===== src/rtl/irq_ctrl_if.sv =====
// irq_ctrl_if
// Purpose: register-access bus between a CPU-side master and the interrupt
//          controller. Every cycle with cs & as is one access. The slave
//          answers with a one-cycle rdy strobe in the following cycle.
// Signals:
//   cs      - slave select (master -> slave)
//   as      - address strobe (master -> slave)
//   rw      - 1 = read, 0 = write (master -> slave)
//   addr    - word register index (master -> slave)
//   wr_data - write data (master -> slave)
//   rd_data - read data, non-zero only while rdy (slave -> master)
//   rdy     - access-complete strobe (slave -> master)
interface irq_ctrl_if;
    logic        cs;
    logic        as;
    logic        rw;
    logic [1:0]  addr;
    logic [31:0] wr_data;
    logic [31:0] rd_data;
    logic        rdy;

    modport master (
        output cs,
        output as,
        output rw,
        output addr,
        output wr_data,
        input  rd_data,
        input  rdy
    );

    modport slave (
        input  cs,
        input  as,
        input  rw,
        input  addr,
        input  wr_data,
        output rd_data,
        output rdy
    );
endinterface


===== src/rtl/irq_ctrl.sv =====
// irq_ctrl
// Purpose: peripheral interrupt controller. It synchronizes the raw source
//          lines and latches edge or level events into a pending register.
//          Pending bits are gated with a per-source enable. The registered
//          request vector goes to the CPU, together with the index of the
//          lowest-numbered active request.
// Ports:
//   clk      - system clock
//   rst      - synchronous active-high reset
//   src_irq  - raw interrupt lines, asynchronous to clk
//   bus      - register-access slave port (see irq_ctrl_if)
//   irq      - registered request vector (pend & en)
//   irq_any  - registered OR of irq
//   irq_id   - registered index of the lowest set bit of irq, 0 when none
// Registers (addr):
//   0 PEND  read pend, write-1-to-clear on edge-mode bits
//   1 EN    per-source enable
//   2 TRIG  1 = rising-edge mode, 0 = level mode
//   3 ID    read-only {irq_any, zeros, irq_id}
module irq_ctrl #(
    parameter int IRQ_W = 8,
    parameter int ID_W  = 3
) (
    input  logic             clk,
    input  logic             rst,
    input  logic [IRQ_W-1:0] src_irq,
    irq_ctrl_if.slave        bus,
    output logic [IRQ_W-1:0] irq,
    output logic             irq_any,
    output logic [ID_W-1:0]  irq_id
);

    localparam logic [1:0] ADDR_PEND = 2'd0;
    localparam logic [1:0] ADDR_EN   = 2'd1;
    localparam logic [1:0] ADDR_TRIG = 2'd2;

    logic [IRQ_W-1:0] s1;
    logic [IRQ_W-1:0] s2;
    logic [IRQ_W-1:0] s3;
    logic [IRQ_W-1:0] pend;
    logic [IRQ_W-1:0] en;
    logic [IRQ_W-1:0] trig;

    logic [IRQ_W-1:0] pend_next;
    logic [IRQ_W-1:0] rise;
    logic [IRQ_W-1:0] clr;
    logic [IRQ_W-1:0] req;
    logic [ID_W-1:0]  req_id;
    logic [31:0]      rd_mux;
    logic             access;
    logic             wr_en;
    logic             unused_wr_bits;

    assign access = bus.cs & bus.as;
    assign wr_en  = access & ~bus.rw;

    // s2 is the synchronized source; s3 is one cycle older and is used only
    // to spot a 0->1 transition.
    assign rise = s2 & ~s3;
    assign req  = pend & en;

    // Write data above the source count has no register behind it.
    assign unused_wr_bits = ^bus.wr_data[31:IRQ_W];

    always_comb begin
        clr = '0;
        if (wr_en && bus.addr == ADDR_PEND) begin
            clr = bus.wr_data[IRQ_W-1:0];
        end
    end

    // Level-mode bits track the synchronized line directly, so software
    // cannot clear them. Edge-mode bits give a new rising edge priority over
    // a clear in the same cycle, so a simultaneous event is not lost.
    always_comb begin
        pend_next = pend;
        for (int i = 0; i < IRQ_W; i++) begin
            if (!trig[i]) begin
                pend_next[i] = s2[i];
            end else if (rise[i]) begin
                pend_next[i] = 1'b1;
            end else if (clr[i]) begin
                pend_next[i] = 1'b0;
            end
        end
    end

    // Lowest index wins. The scan goes downward so that the last match,
    // which is the smallest index, is the one that sticks.
    always_comb begin
        req_id = '0;
        for (int i = IRQ_W - 1; i >= 0; i--) begin
            if (req[i]) begin
                req_id = ID_W'(i);
            end
        end
    end

    always_comb begin
        rd_mux = '0;
        case (bus.addr)
            ADDR_PEND: rd_mux[IRQ_W-1:0] = pend;
            ADDR_EN:   rd_mux[IRQ_W-1:0] = en;
            ADDR_TRIG: rd_mux[IRQ_W-1:0] = trig;
            default: begin
                rd_mux[31]       = irq_any;
                rd_mux[ID_W-1:0] = irq_id;
            end
        endcase
    end

    // irq, irq_any and irq_id all come from the same req sample, so the CPU
    // never sees them disagree. Reset drops any access in flight, so no rdy
    // follows an access that coincides with reset.
    always_ff @(posedge clk) begin
        if (rst) begin
            s1          <= '0;
            s2          <= '0;
            s3          <= '0;
            pend        <= '0;
            en          <= '0;
            trig        <= '0;
            irq         <= '0;
            irq_any     <= 1'b0;
            irq_id      <= '0;
            bus.rdy     <= 1'b0;
            bus.rd_data <= '0;
        end else begin
            s1   <= src_irq;
            s2   <= s1;
            s3   <= s2;
            pend <= pend_next;
            if (wr_en && bus.addr == ADDR_EN) begin
                en <= bus.wr_data[IRQ_W-1:0];
            end
            if (wr_en && bus.addr == ADDR_TRIG) begin
                trig <= bus.wr_data[IRQ_W-1:0];
            end
            irq         <= req;
            irq_any     <= |req;
            irq_id      <= req_id;
            bus.rdy     <= access;
            bus.rd_data <= (access && bus.rw) ? rd_mux : '0;
        end
    end

endmodule


===== src/flat_wrapper.sv =====
// flat-port wrapper written by rule: the top's interface ports become plain ports
module irq_ctrl_flat 
#(
    parameter int IRQ_W = 8,
    parameter int ID_W  = 3
)
  (clk, rst, src_irq, irq, irq_any, irq_id, bus_cs, bus_as, bus_rw, bus_addr, bus_wr_data, bus_rd_data, bus_rdy);
  irq_ctrl_if bus_i ();
  input  logic clk;
  input  logic rst;
  input  logic [IRQ_W-1:0] src_irq;
  output logic [IRQ_W-1:0] irq;
  output logic irq_any;
  output logic [ID_W-1:0] irq_id;
  input wire logic [$bits(bus_i.cs)-1:0] bus_cs;
  input wire logic [$bits(bus_i.as)-1:0] bus_as;
  input wire logic [$bits(bus_i.rw)-1:0] bus_rw;
  input wire logic [$bits(bus_i.addr)-1:0] bus_addr;
  input wire logic [$bits(bus_i.wr_data)-1:0] bus_wr_data;
  output wire logic [$bits(bus_i.rd_data)-1:0] bus_rd_data;
  output wire logic [$bits(bus_i.rdy)-1:0] bus_rdy;
  assign bus_i.cs = bus_cs;
  assign bus_i.as = bus_as;
  assign bus_i.rw = bus_rw;
  assign bus_i.addr = bus_addr;
  assign bus_i.wr_data = bus_wr_data;
  assign bus_rd_data = bus_i.rd_data;
  assign bus_rdy = bus_i.rdy;
  irq_ctrl #(.IRQ_W(IRQ_W), .ID_W(ID_W)) u_core (.clk(clk), .rst(rst), .src_irq(src_irq), .bus(bus_i), .irq(irq), .irq_any(irq_any), .irq_id(irq_id));
endmodule

===== config.mk =====
export PLATFORM = sky130hd
export DESIGN_NAME = irq_ctrl_flat
export DESIGN_NICKNAME = d
export VERILOG_FILES = /design/src/rtl/irq_ctrl_if.sv /design/src/rtl/irq_ctrl.sv /design/src/flat_wrapper.sv
export SDC_FILE = /design/constraint.sdc
export NUM_CORES = 1
export LEC_CHECK = 0
export ABC_AREA = 0
export BUFFER_PORTS_ARGS = -buffer_cell sky130_fd_sc_hd__buf_4
export CAP_MARGIN = 15
export CORE_MARGIN = 2
export CORE_UTILIZATION = 51
export CTS_BUF_LIST = sky130_fd_sc_hd__clkbuf_4
export DETAILED_ROUTE_END_ITERATION = 6
export PLACE_DENSITY_LB_ADDON = 0.15
export SYNTH_ARGS = -nofsm -noshare
export SYNTH_HDL_FRONTEND = slang
export SYNTH_SLANG_ARGS = --single-unit

===== constraint.sdc =====
create_clock -name clk -period 2.1 [get_ports clk]
set_clock_uncertainty 0.15 [all_clocks]
set_input_delay 0.525 -clock clk [delete_from_list [all_inputs] [get_ports clk]]
set_output_delay 0.525 -clock clk [all_outputs]
set_load 0.02 [all_outputs]

==> results of run 1 <==
==> cell families (layout without fill, tap and decap cells) <==
| kind of cell | count (synthesis) | in the layout |
|---|---|---|
| and+or+nand+nor | 113 | 113 |
| AOI/OAI and AO/OA | 52 | 52 |
| adders and majority gates | 4 | 4 |
| DFF | 70 | 70 |
| buffers and inverters | 39 | 70 |
| other | 1 | 23 |
==> routing by layer <==
| layer | GRT usage, % | part of all wire [%] |
|---|---|---|
| met5 | 0 | 0 |
| met3 | 4.62 | 6.8 |
| met1 | 24.3 | 46 |
| met4 | 10.4 | 1.4 |
| met2 | 26.6 | 46 |
==> final timing paths <==
check	from	end	slack, ns	depth (start not counted)
setup reg to reg	u_core.pend[1]$_SDFFE_PP0P_	u_core.bus.rd_data[1]$_SDFF_PP0_	0.85	3
hold / removal	src_irq[5]	u_core.s1[5]$_SDFF_PP0_	0.18	2
hold reg to reg	u_core.s1[4]$_SDFF_PP0_	u_core.s2[4]$_SDFF_PP0_	0.29	1
setup / recovery	u_core.irq_id[2]$_SDFF_PP0_	irq_id[2]	0.53	1
==> worst reg2reg max path: cells and delay by family, from the launching register on <==
family          cells  cell delay (ns)
compound gates      2             0.62
flops               1             0.36
simple gates        1             0.04
==> sequential cells by signal, indices dropped and copies added, names as in the netlist <==
name and flops:
u_core.s2 8, u_core.bus.rdy 1, u_core.bus.rd_data 9, u_core.s3 8
u_core.trig 8, u_core.irq_any 1, u_core.s1 8, u_core.irq 8
u_core.irq_id 3, u_core.en 8, u_core.pend 8
==> per-stage QoR <==
step                      cell area (sq um)  power [mW]  util [%]  instances
final                                  3080        2.21      60.7        402
after global routing                   3080        2.32      60.7        402
after CTS                              3080        2.24      60.7        402
after detailed placement               2980        1.56      58.7        387
after global placement                 2980        1.56      58.7        387
after floorplan                        2750        1.53         -        301
==> final cells by class <==
cell class / instances / area (sq um)
inverter: 2 / 7.51
fill: 456 / 1990
tap: 70 / 87.6
clock buffer: 10 / 75.1
multi-input combinational: 192 / 1090
sequential: 70 / 1400
clock inverter: 5 / 27.5
timing repair buffer: 53 / 398
==> cells in the mapped netlist <==
| cell | count | share of area [%] |
|---|---|---|
| a211oi_2 | 8 | 3.8 |
| nand3_1 | 1 | 0.19 |
| nor4b_1 | 1 | 0.33 |
| inv_1 | 2 | 0.28 |
| a21o_1 | 8 | 2.3 |
| a22oi_1 | 1 | 0.28 |
| dfxtp_1 | 70 | 53 |
| conb_1 | 1 | 0.14 |
| nand2_1 | 60 | 8.4 |
| clkbuf_1 | 3 | 0.42 |
| buf_4 | 24 | 6.8 |
| a221o_1 | 1 | 0.38 |
| buf_2 | 7 | 1.3 |
| a41oi_1 | 1 | 0.33 |
| o21a_1 | 3 | 0.84 |
| o21ai_0 | 1 | 0.19 |
| and2_1 | 1 | 0.23 |
| nor2_1 | 15 | 2.1 |
| a222oi_1 | 8 | 3.0 |
| buf_6 | 2 | 0.84 |
| or2_1 | 1 | 0.23 |
| a21oi_1 | 19 | 3.6 |
| and3_1 | 1 | 0.23 |
| and3b_1 | 1 | 0.33 |
| nand4b_1 | 3 | 0.99 |
| nor3b_1 | 1 | 0.28 |
| and4b_1 | 3 | 1.1 |
| nor2b_1 | 25 | 5.9 |
| ha_1 | 4 | 1.9 |
| a32oi_1 | 2 | 0.66 |
| clkbuf_2 | 1 | 0.19 |
==> report_power, final <==
group / leakage, nW / internal (mW) / switching, mW / total [mW]
Sequential: 0.569 / 1.35 / 0.0123 / 1.37
Combinational: 0.663 / 0.0620 / 0.103 / 0.165
Clock: 0.0618 / 0.242 / 0.437 / 0.679
==> Implementation_results.wiki, run 1 <==
{| class="wikitable"
! Metric !! Value
|-
| Buffers added on ports || 44
|-
| Die Ht || 76.3 um
|-
| Max-slew violation count || 0
|-
| Power per unit of standard cell area || 717 nW/um^2
|-
| Total number of nets in the final design || 379
|-
| Dpl hpwl || 3.50 mm
|-
| Synthesized cell area || 2670 sq um
|-
| Initial antenna violation count || 0
|-
| Highest cell delay on the worst timing path || 0.35 ns
|-
| Worst hold-check path type || primary input to register
|-
| Clk sink count || 70
|-
| Vias/cell || 4.79
|-
| Combined buffer and inverter count along the critical path || 1
|-
| Type of the worst setup path || register to output pin
|-
| Part of the Yosys area used for sequential elements || 52.6%
|-
| Dominant combinational cell family by area after synthesis || simple AND/OR/NAND/NOR gates
|-
| Wire length of the first global-routing pass || 8.27 mm
|-
| Number of gates resized after cts || 0
|-
| Share of final-layout standard cells stronger than drive strength 1 || 22.9%
|-
| Post-DRT Antenna Nets || 0
|-
| Distinct cell type count after synthesis || 31
|-
| Outcome || completed
|-
| Max IR drop VDD || 0.000403 V
|-
| Die width || 76.3 um
|-
| Number of max-cap violations || 0
|-
| Gr usage total || 18.2%
|-
| Number of H-tree levels || 3
|-
| Adder-cell share of the synthesized area || 1.88%
|-
| Worst hold slack || 0.177 ns
|-
| Final period demand of the worst path || 1.57 ns
|-
| Final WL || 4.93 mm
|-
| Fraction of the mapped netlist area in compound gates || 15.3%
|-
| Effective utilization at floorplan || 52.5%
|-
| Drt wl/cell || 12.3 um
|-
| Placeable core area || 5070 sq um
|-
| Chain of cells forming the critical path || buf_4
|-
| CP Data Required Time || 1.42 ns
|-
| Root buffer cell || clkbuf_4
|-
| Synthesized instance count || 279
|-
| Sum of negative setup slack || 0 ns
|-
| Final setup slack of the worst path || 0.528 ns
|-
| Maximum buffer depth of the clock tree || 2
|-
| Worst-Skew Late Latency || 0.40 ns
|-
| Yosys reg bits || 70
|-
| Highest-count cells in the layout ignoring fill and taps || dfxtp_1 (70), nand2_1 (60), buf_4 (53), nor2b_1 (25), conb_1 (23)
|-
| Final weighted congestion of routability-driven global placement || 0.812
|-
| Total CTS buffers || 9
|-
| Setup violations, final || 0
|-
| Setup repair after global routing missed its margin || no
|-
| Largest net degree at the start of global routing || 29
|-
| CP top delay family || flip-flops
|-
| Total Die Area || 5820 sq um
|-
| Number of global-route vias before repair || 1,720
|-
| Maximum fanout along the worst path || 2
|-
| Starting DRC count in detailed routing || 206
|-
| Endpoint arrival time on the critical path || 0.90 ns
|-
| Crit end category || output pin
|-
| Number of top-level pins || 92
|-
| Leakage power summed over all cells || 1.29 nW
|-
| Most common library cell in the layout ignoring fill and taps || dfxtp_1
|-
| Mean area per synthesized cell || 9.56 sq um
|-
| Overflow left after global routing || 0
|-
| Post CTS Setup Buffer Count || 0
|-
| Antenna cell count || 0
|-
| Warnings from Yosys || 0
|-
| Hold buffers post-CTS || 0
|-
| Achievable clock frequency || 636 MHz
|-
| Worst slack after detailed placement || 0.113 ns
|-
| Master of the slowest instance on the critical path || dfxtp_1
|-
| Startpoint types || register
|-
| Final clock period utilization by the worst path || 74.9%
|-
| Xor and xnor area share after synthesis || 0%
|-
| Post-synthesis simple-gate area fraction || 20.4%
|-
| Hold Violations, Final || 0
|-
| Clock tree from TritonCTS || done
|-
| Via Count || 1,926
|-
| Clock-pin slew of the registers on the worst-case setup and hold paths || 0.11 ns
|-
| Number of placement rows || 26
|-
| Drt first pass iters || 5
|-
| Portion of netlist area occupied by mux cells || 0%
|-
| Growth of design area from synthesis to finish || 15.6%
|-
| Remaining DRCs || 0
|}
Power figures use the tool's default switching activity.
==> run 2, diff against run 1 <==
--- a/config.mk
+++ b/config.mk
@@ -5,7 +5,7 @@
 export SDC_FILE = /design/constraint.sdc
 export NUM_CORES = 1
 export LEC_CHECK = 0
-export ABC_AREA = 0
+export ABC_AREA = 1
 export BUFFER_PORTS_ARGS = -buffer_cell sky130_fd_sc_hd__buf_4
 export CAP_MARGIN = 15
 export CORE_MARGIN = 2
==> constraint.sdc (replaced) <==
create_clock -name clk -period 1.5 [get_ports clk]
set_clock_uncertainty 0.15 [all_clocks]
set_input_delay 0.375 -clock clk [delete_from_list [all_inputs] [get_ports clk]]
set_output_delay 0.375 -clock clk [all_outputs]
set_load 0.02 [all_outputs]
==> Implementation_results.wiki, run 2 <==
{| class="wikitable"
! Metric !! Value
|-
| Capture endpoint of the worst hold path || u_core.s1[3]$_SDFF_PP0_
|-
| Number of placement rows || 26
|-
| Top post-synthesis cells by area || dfxtp_1 (52%), nand2_1 (11%), buf_4 (7.3%), nor2_1 (5.9%), inv_1 (5.3%)
|-
| Die Ht || 76.4 um
|-
| Maximum fanout along the worst path || 2
|-
| Maximum buffer depth of the clock tree || 2
|-
| Worst-Skew Late Latency || 0.41 ns
|-
| Worst hold start || src_irq[3]
|-
| RR Startpoint || u_core.pend[7]$_SDFFE_PP0P_
|-
| Outcome || completed
|-
| Routing usage on met2 || 30.7%
|-
| Clock power frac || 37.5%
|-
| Root buffer cell || clkbuf_4
|-
| Final WL || 5.36 mm
|-
| Chain of cells forming the critical path || buf_4
|-
| Synthesized cell area || 2670 sq um
|-
| Initial antenna violation count || 0
|-
| Reg power frac || 54.8%
|-
| Final period demand of the worst path || 1.43 ns
|-
| Master of the slowest instance on the critical path || dfxtp_1
|-
| Share of final-layout standard cells stronger than drive strength 1 || 18.2%
|-
| Clock tree from TritonCTS || done
|-
| Vias/cell || 4.54
|-
| Warnings from Yosys || 0
|-
| Post-synth top area cell || dfxtp_1
|-
| Leakage power summed over all cells || 1.46 nW
|-
| Startpoint types || register
|-
| Number of fill cells in the layout || 474
|-
| Number of H-tree levels || 3
|-
| Cells on Worst Hold Path || 3
|-
| Total Die Area || 5830 sq um
|-
| Clock-pin slew of the registers on the worst-case setup and hold paths || 0.12 ns
|-
| Highest-count cells in the layout ignoring fill and taps || nand2_1 (75), dfxtp_1 (70), buf_4 (53), nor2_1 (42), inv_1 (38)
|-
| Number of top-level pins || 92
|-
| Most common library cell in the layout ignoring fill and taps || nand2_1
|-
| Number of cells on the worst reg-to-reg path || 8
|-
| Setup violations, final || 0
|-
| Highest cell delay on the worst timing path || 0.35 ns
|-
| Max IR drop VDD || 0.00103 V
|-
| Fraction of registers with async set or reset after synthesis || 0%
|-
| Most flops, register || u_core.bus.rd_data
|-
| Top cell types by occurrence after synthesis || nand2_1 (75), dfxtp_1 (70), nor2_1 (42)
|-
| Most frequent cell after synthesis || nand2_1
|-
| Final weighted congestion of routability-driven global placement || 0.811
|-
| Via Count || 2,143
|-
| Most used routing layer || met2
|-
| Net switching power of the design || 0.829 mW
|-
| Endpoint arrival time on the critical path || 0.90 ns
|-
| GRT met3 Usage || 4.74%
|-
| Drt wl/cell || 11.3 um
|-
| Die width || 76.4 um
|-
| Growth of design area from synthesis to finish || 21.6%
|-
| CP top delay family || flip-flops
|-
| Worst hold-check path type || primary input to register
|-
| Buffers added on ports || 44
|-
| Top FF cell, synth || dfxtp_1
|-
| Sw Ratio || 23.7%
|-
| Remaining DRCs || 0
|-
| Reg2Reg Capture Point || u_core.irq_id[0]$_SDFF_PP0_
|-
| Met1 capacity usage during global routing || 24.8%
|-
| Design internal power || 2.66 mW
|-
| Max FFs per register || 9
|-
| Effective utilization at floorplan || 52.6%
|-
| Drt first pass iters || 4
|-
| Combined buffer and inverter count along the critical path || 1
|-
| Distinct cell type count after synthesis || 18
|-
| Hold Violations, Final || 0
|-
| Dpl hpwl || 3.65 mm
|-
| Largest net degree at the start of global routing || 46
|-
| Post-synth top area share || 52.5%
|-
| Post-DRT Antenna Nets || 0
|-
| Sum of negative setup slack || 0 ns
|-
| Power per unit of standard cell area || 1080 nW/um^2
|-
| Overflow left after global routing || 0
|-
| Final design area excluding fillers || 3250 sq um
|-
| Part of the Yosys area used for sequential elements || 52.5%
|-
| Starting DRC count in detailed routing || 126
|-
| Final clock period utilization by the worst path || 95.2%
|-
| Total number of nets in the final design || 448
|-
| Number of global-route vias before repair || 1,967
|-
| Total CTS buffers || 9
|-
| Crit end category || output pin
|-
| FF-to-FF setup slack || 0.25 ns
|-
| Antenna cell count || 0
|-
| Achievable clock frequency || 700 MHz
|-
| Gr usage total || 19.6%
|-
| Type of the worst setup path || register to output pin
|-
| Setup repair after global routing missed its margin || no
|-
| Max-slew violation count || 0
|-
| Clk sink count || 70
|-
| Placed Area || 3030 sq um
|-
| Mean area per synthesized cell || 7.90 sq um
|-
| Wire length of the first global-routing pass || 8.87 mm
|-
| CP Data Required Time || 0.97 ns
|-
| Logic pwr share || 7.8%
|-
| Yosys reg bits || 70
|-
| Number of max-cap violations || 0
|-
| EDFF count, synth || 0
|-
| Placeable core area || 5070 sq um
|-
| Synthesized instance count || 338
|}
## run 2: cell types whose count changed after synthesis, moves of 8 or more
cell	before	now
inv_1	2	38
o21ai_0	1	12
a222oi_1	8	0
a31oi_1	0	9
a21o_1	8	0
nand3_1	1	26
nor2b_1	25	0
nand2_1	60	75
a211oi_2	8	0
nor2_1	15	42
## run 2: power groups by stage
stage / Combinational, mW / Sequential [mW] / Clock, mW
6_report: 0.271 / 1.91 / 1.31
5_1_grt: 0.298 / 1.92 / 1.44
4_1_cts: 0.272 / 1.91 / 1.35
3_5_place_dp: 0.258 / 1.96 / 0
3_3_place_gp: 0.256 / 1.95 / 0
2_1_floorplan: 0.201 / 1.96 / 0
## run 2: cell families (layout without fill, tap and decap cells)
family          count (synthesis)  in the layout  share of synthesized area [%]
fa+ha+maj                       4              4                           1.87
compound gates                 41             41                           8.11
other cells                     1             23                          0.140
buf+inv                        74            116                           14.7
flops                          70             70                           52.5
simple gates                  148            148                           22.7
## run 2: repair_timing
action,4_1_cts,5_1_grt
endpoints found under the setup margin,0,0
endpoints found under the hold margin,6,0
gates resized for setup,0,0
hold buffers,6,0
buffers inserted,0,0
## run 2: cell type report
class                   instances  area (sq um)  share of cell area [%]
clock buffers                   9          67.6                    2.08
clock inverters                 7          88.8                    2.73
inverters                      39           146                    4.51
multi-input cells             216           958                    29.5
flip-flops and latches         70          1400                    43.1
well taps                      70          87.6                    2.70
repair buffers                 61           498                    15.3
## run 2: metrics by stage
| stage | total power, mW | setup WS (ns) | std cells | hold WS, ns | util [%] |
|---|---|---|---|---|---|
| finish | 3.49 | 0.0717 | 472 | 0.0245 | 64.0 |
| global route | 3.66 | 0.00205 | 472 | 0.00696 | 64.0 |
| CTS | 3.53 | 0.0477 | 472 | 0.00507 | 64.0 |
| detailed placement | 2.21 | 0.0101 | 450 | 0.245 | 59.7 |
| global placement | 2.21 | 0.0277 | 450 | 0.238 | 59.7 |
| floorplan | 2.16 | 0.205 | 360 | 0.238 | - |
## run 2: worst max-delay path by stage
stage          slack [ns]                     endpoint                         from  cells past startpoint
6_report             0.07                    irq_id[1]  u_core.irq_id[1]$_SDFF_PP0_                      1
3_5_place_dp         0.01  u_core.trig[7]$_SDFFE_PP0P_                  bus_addr[0]                      6
3_3_place_gp         0.03    u_core.en[2]$_SDFFE_PP0P_                  bus_addr[1]                      6
4_1_cts              0.05                    irq_id[2]  u_core.irq_id[2]$_SDFF_PP0_                      1
5_1_grt             0.002                    irq_id[1]  u_core.irq_id[1]$_SDFF_PP0_                      1
2_1_floorplan        0.20  u_core.trig[0]$_SDFFE_PP0P_                  bus_addr[0]                      6
## run 2: routing by layer
| layer | part of all wire, % | vias to the layer above |
|---|---|---|
| met4 | 1.4 | 0 |
| met3 | 6.5 | 7 |
| met1 | 46 | 945 |
| met2 | 47 | 65 |
| met5 | 0 | - |
| li1 | - | 1126 |
==> run 3, diff against run 2 <==
--- a/config.mk
+++ b/config.mk
@@ -9,7 +9,7 @@
 export BUFFER_PORTS_ARGS = -buffer_cell sky130_fd_sc_hd__buf_4
 export CAP_MARGIN = 15
 export CORE_MARGIN = 2
-export CORE_UTILIZATION = 51
+export CORE_UTILIZATION = 27
 export CTS_BUF_LIST = sky130_fd_sc_hd__clkbuf_4
 export DETAILED_ROUTE_END_ITERATION = 6
 export PLACE_DENSITY_LB_ADDON = 0.15
==> Implementation_results.wiki, run 3 (synthesis gave the netlist of run 2 again) <==
{| class="wikitable"
! Metric !! Value
|-
| Outcome || completed
|-
| Master of the slowest instance on the critical path || dfxtp_1
|-
| Number of fill cells in the layout || 1,042
|-
| Number of gates on the worst path with buffers counted || 1
|-
| Die width || 103 um
|-
| Reg2Reg Capture Point || u_core.irq_any$_SDFF_PP0_
|-
| Worst hold-check path type || primary input to register
|-
| Worst-Skew Late Latency || 0.40 ns
|-
| Root buffer cell || clkbuf_4
|-
| Growth of design area from synthesis to finish || 27.6%
|-
| FF-to-FF setup slack || 0.27 ns
|-
| Hold buffers post-CTS || 9
|-
| Initial antenna violation count || 0
|-
| Most flops, register || u_core.bus.rd_data
|-
| Maximum buffer depth of the clock tree || 2
|-
| Wire length of the first global-routing pass || 9.43 mm
|-
| Maximum fanout along the worst path || 2
|-
| Setup repair after global routing missed its margin || no
|-
| Startpoint of the worst setup timing path || u_core.irq_id[0]$_SDFF_PP0_
|-
| Power per unit of standard cell area || 1090 nW/um^2
|-
| Worst Setup EP || irq_id[0]
|-
| CP Data Required Time || 0.97 ns
|-
| Dpl hpwl || 4.21 mm
|-
| Max FFs per register || 9
|-
| Setup violations, final || 0
|-
| Total number of nets in the final design || 456
|-
| Starting DRC count in detailed routing || 95
|-
| Total Die Area || 10,700 sq um
|-
| Startpoint types || register
|-
| Number of top-level pins || 92
|-
| Clock tree from TritonCTS || done
|-
| Number of gates resized after cts || 0
|-
| Antenna cell count || 0
|-
| Effective utilization at floorplan || 27.6%
|-
| Final period demand of the worst path || 1.44 ns
|-
| Die Ht || 103 um
|-
| Combined buffer and inverter count along the critical path || 1
|-
| Highest cell delay on the worst timing path || 0.36 ns
|-
| Number of cells on the worst reg-to-reg path || 4
|-
| Crit end category || output pin
|-
| Final core area utilization || 35.2%
|-
| Sum of negative setup slack || 0 ns
|-
| Number of H-tree levels || 3
|-
| Drt wl/cell || 11.1 um
|-
| Total CTS buffers || 9
|-
| Clock-pin slew of the registers on the worst-case setup and hold paths || 0.12 ns
|-
| Endpoint arrival time on the critical path || 0.92 ns
|-
| Placeable core area || 9680 sq um
|-
| Largest net degree at the start of global routing || 35
|-
| Most common library cell in the layout ignoring fill and taps || nand2_1
|-
| Number of placement rows || 36
|-
| Total area of multi-input combinational cells || 958 sq um
|-
| Overflow left after global routing || 0
|-
| Clk sink count || 70
|-
| Remaining DRCs || 0
|-
| Number of max-cap violations || 0
|-
| Final weighted congestion of routability-driven global placement || 0.759
|-
| Drt first pass iters || 4
|-
| Chain of cells forming the critical path || buf_4
|-
| Leakage power summed over all cells || 1.50 nW
|-
| Type of the worst setup path || register to output pin
|-
| Number of global-route vias before repair || 1,895
|-
| Vias/cell || 3.98
|-
| Via Count || 2,162
|-
| Post-DRT Antenna Nets || 0
|-
| Max-slew violation count || 0
|-
| Highest-count cells in the layout ignoring fill and taps || nand2_1 (75), dfxtp_1 (70), buf_4 (59), nor2_1 (42), inv_1 (38)
|-
| Sequential cell area || 1400 sq um
|-
| Buffers added on ports || 44
|-
| Hold Violations, Final || 0
|-
| Achievable clock frequency || 694 MHz
|-
| Final design area excluding fillers || 3410 sq um
|-
| Total power draw || 3.70 mW
|-
| Post CTS Setup Buffer Count || 0
|-
| Final clock period utilization by the worst path || 96.1%
|-
| Placed Area || 3140 sq um
|-
| CP top delay family || flip-flops
|-
| RR Startpoint || u_core.pend[7]$_SDFFE_PP0P_
|-
| Max IR drop VDD || 0.000359 V
|-
| Final WL || 6.02 mm
|-
| Gr usage total || 12.0%
|-
| Share of final-layout standard cells stronger than drive strength 1 || 19.0%
|}
-- run 3: worst min path at each step --
stage,end,slack (ns),start,cells past startpoint
after global routing,u_core.trig[6]$_SDFFE_PP0P_,0.08,bus_wr_data[6],3
after global placement,u_core.s2[7]$_SDFF_PP0_,0.24,u_core.s1[7]$_SDFF_PP0_,2
after detailed placement,u_core.s2[3]$_SDFF_PP0_,0.24,u_core.s1[3]$_SDFF_PP0_,2
after floorplan,u_core.s2[0]$_SDFF_PP0_,0.24,u_core.s1[0]$_SDFF_PP0_,2
after CTS,u_core.en[2]$_SDFFE_PP0P_,0.07,bus_wr_data[2],3
final,u_core.en[2]$_SDFFE_PP0P_,0.10,bus_wr_data[2],3
-- run 3: final cells by class --
type | instances | area share (%)
clock buffers | 9 | 1.98
clock inverters | 7 | 3.31
inverters | 39 | 4.30
multi-input cells | 216 | 28.1
flip-flops and latches | 70 | 41.1
well taps | 133 | 4.89
repair buffers | 69 | 16.2
-- run 3: metal layers --
metal  vias up  GRT usage [%]  part of all wire (%)
li1       1139              -                     -
met1       949           16.3                    48
met2        63           17.9                    44
met3        11           3.02                   6.5
met4         0           5.16                   1.5
met5         -              0                     0
-- run 3: power by group --
part           total [mW]  switching [mW]  internal (mW)
combinational       0.284           0.174          0.109
clock                1.50           0.669          0.832
sequential           1.91          0.0158           1.90
-- run 3: worst reg2reg max path, stage by stage, from the launching register on --
cell     delay [ns]
dfxtp_1        0.35
nand2_1        0.15
nand2_1        0.10
o21ai_0        0.29
nand2_1        0.09
-- run 3: per-stage QoR --
stage | cells | setup WS, ns | hold WS, ns
after floorplan | 360 | 0.205 | 0.238
after detailed placement | 518 | 0.0152 | 0.244
after global routing | 543 | 0.0151 | 0.0835
final | 543 | 0.0586 | 0.103
after global placement | 518 | 0.0202 | 0.240
after CTS | 543 | 0.0247 | 0.0717
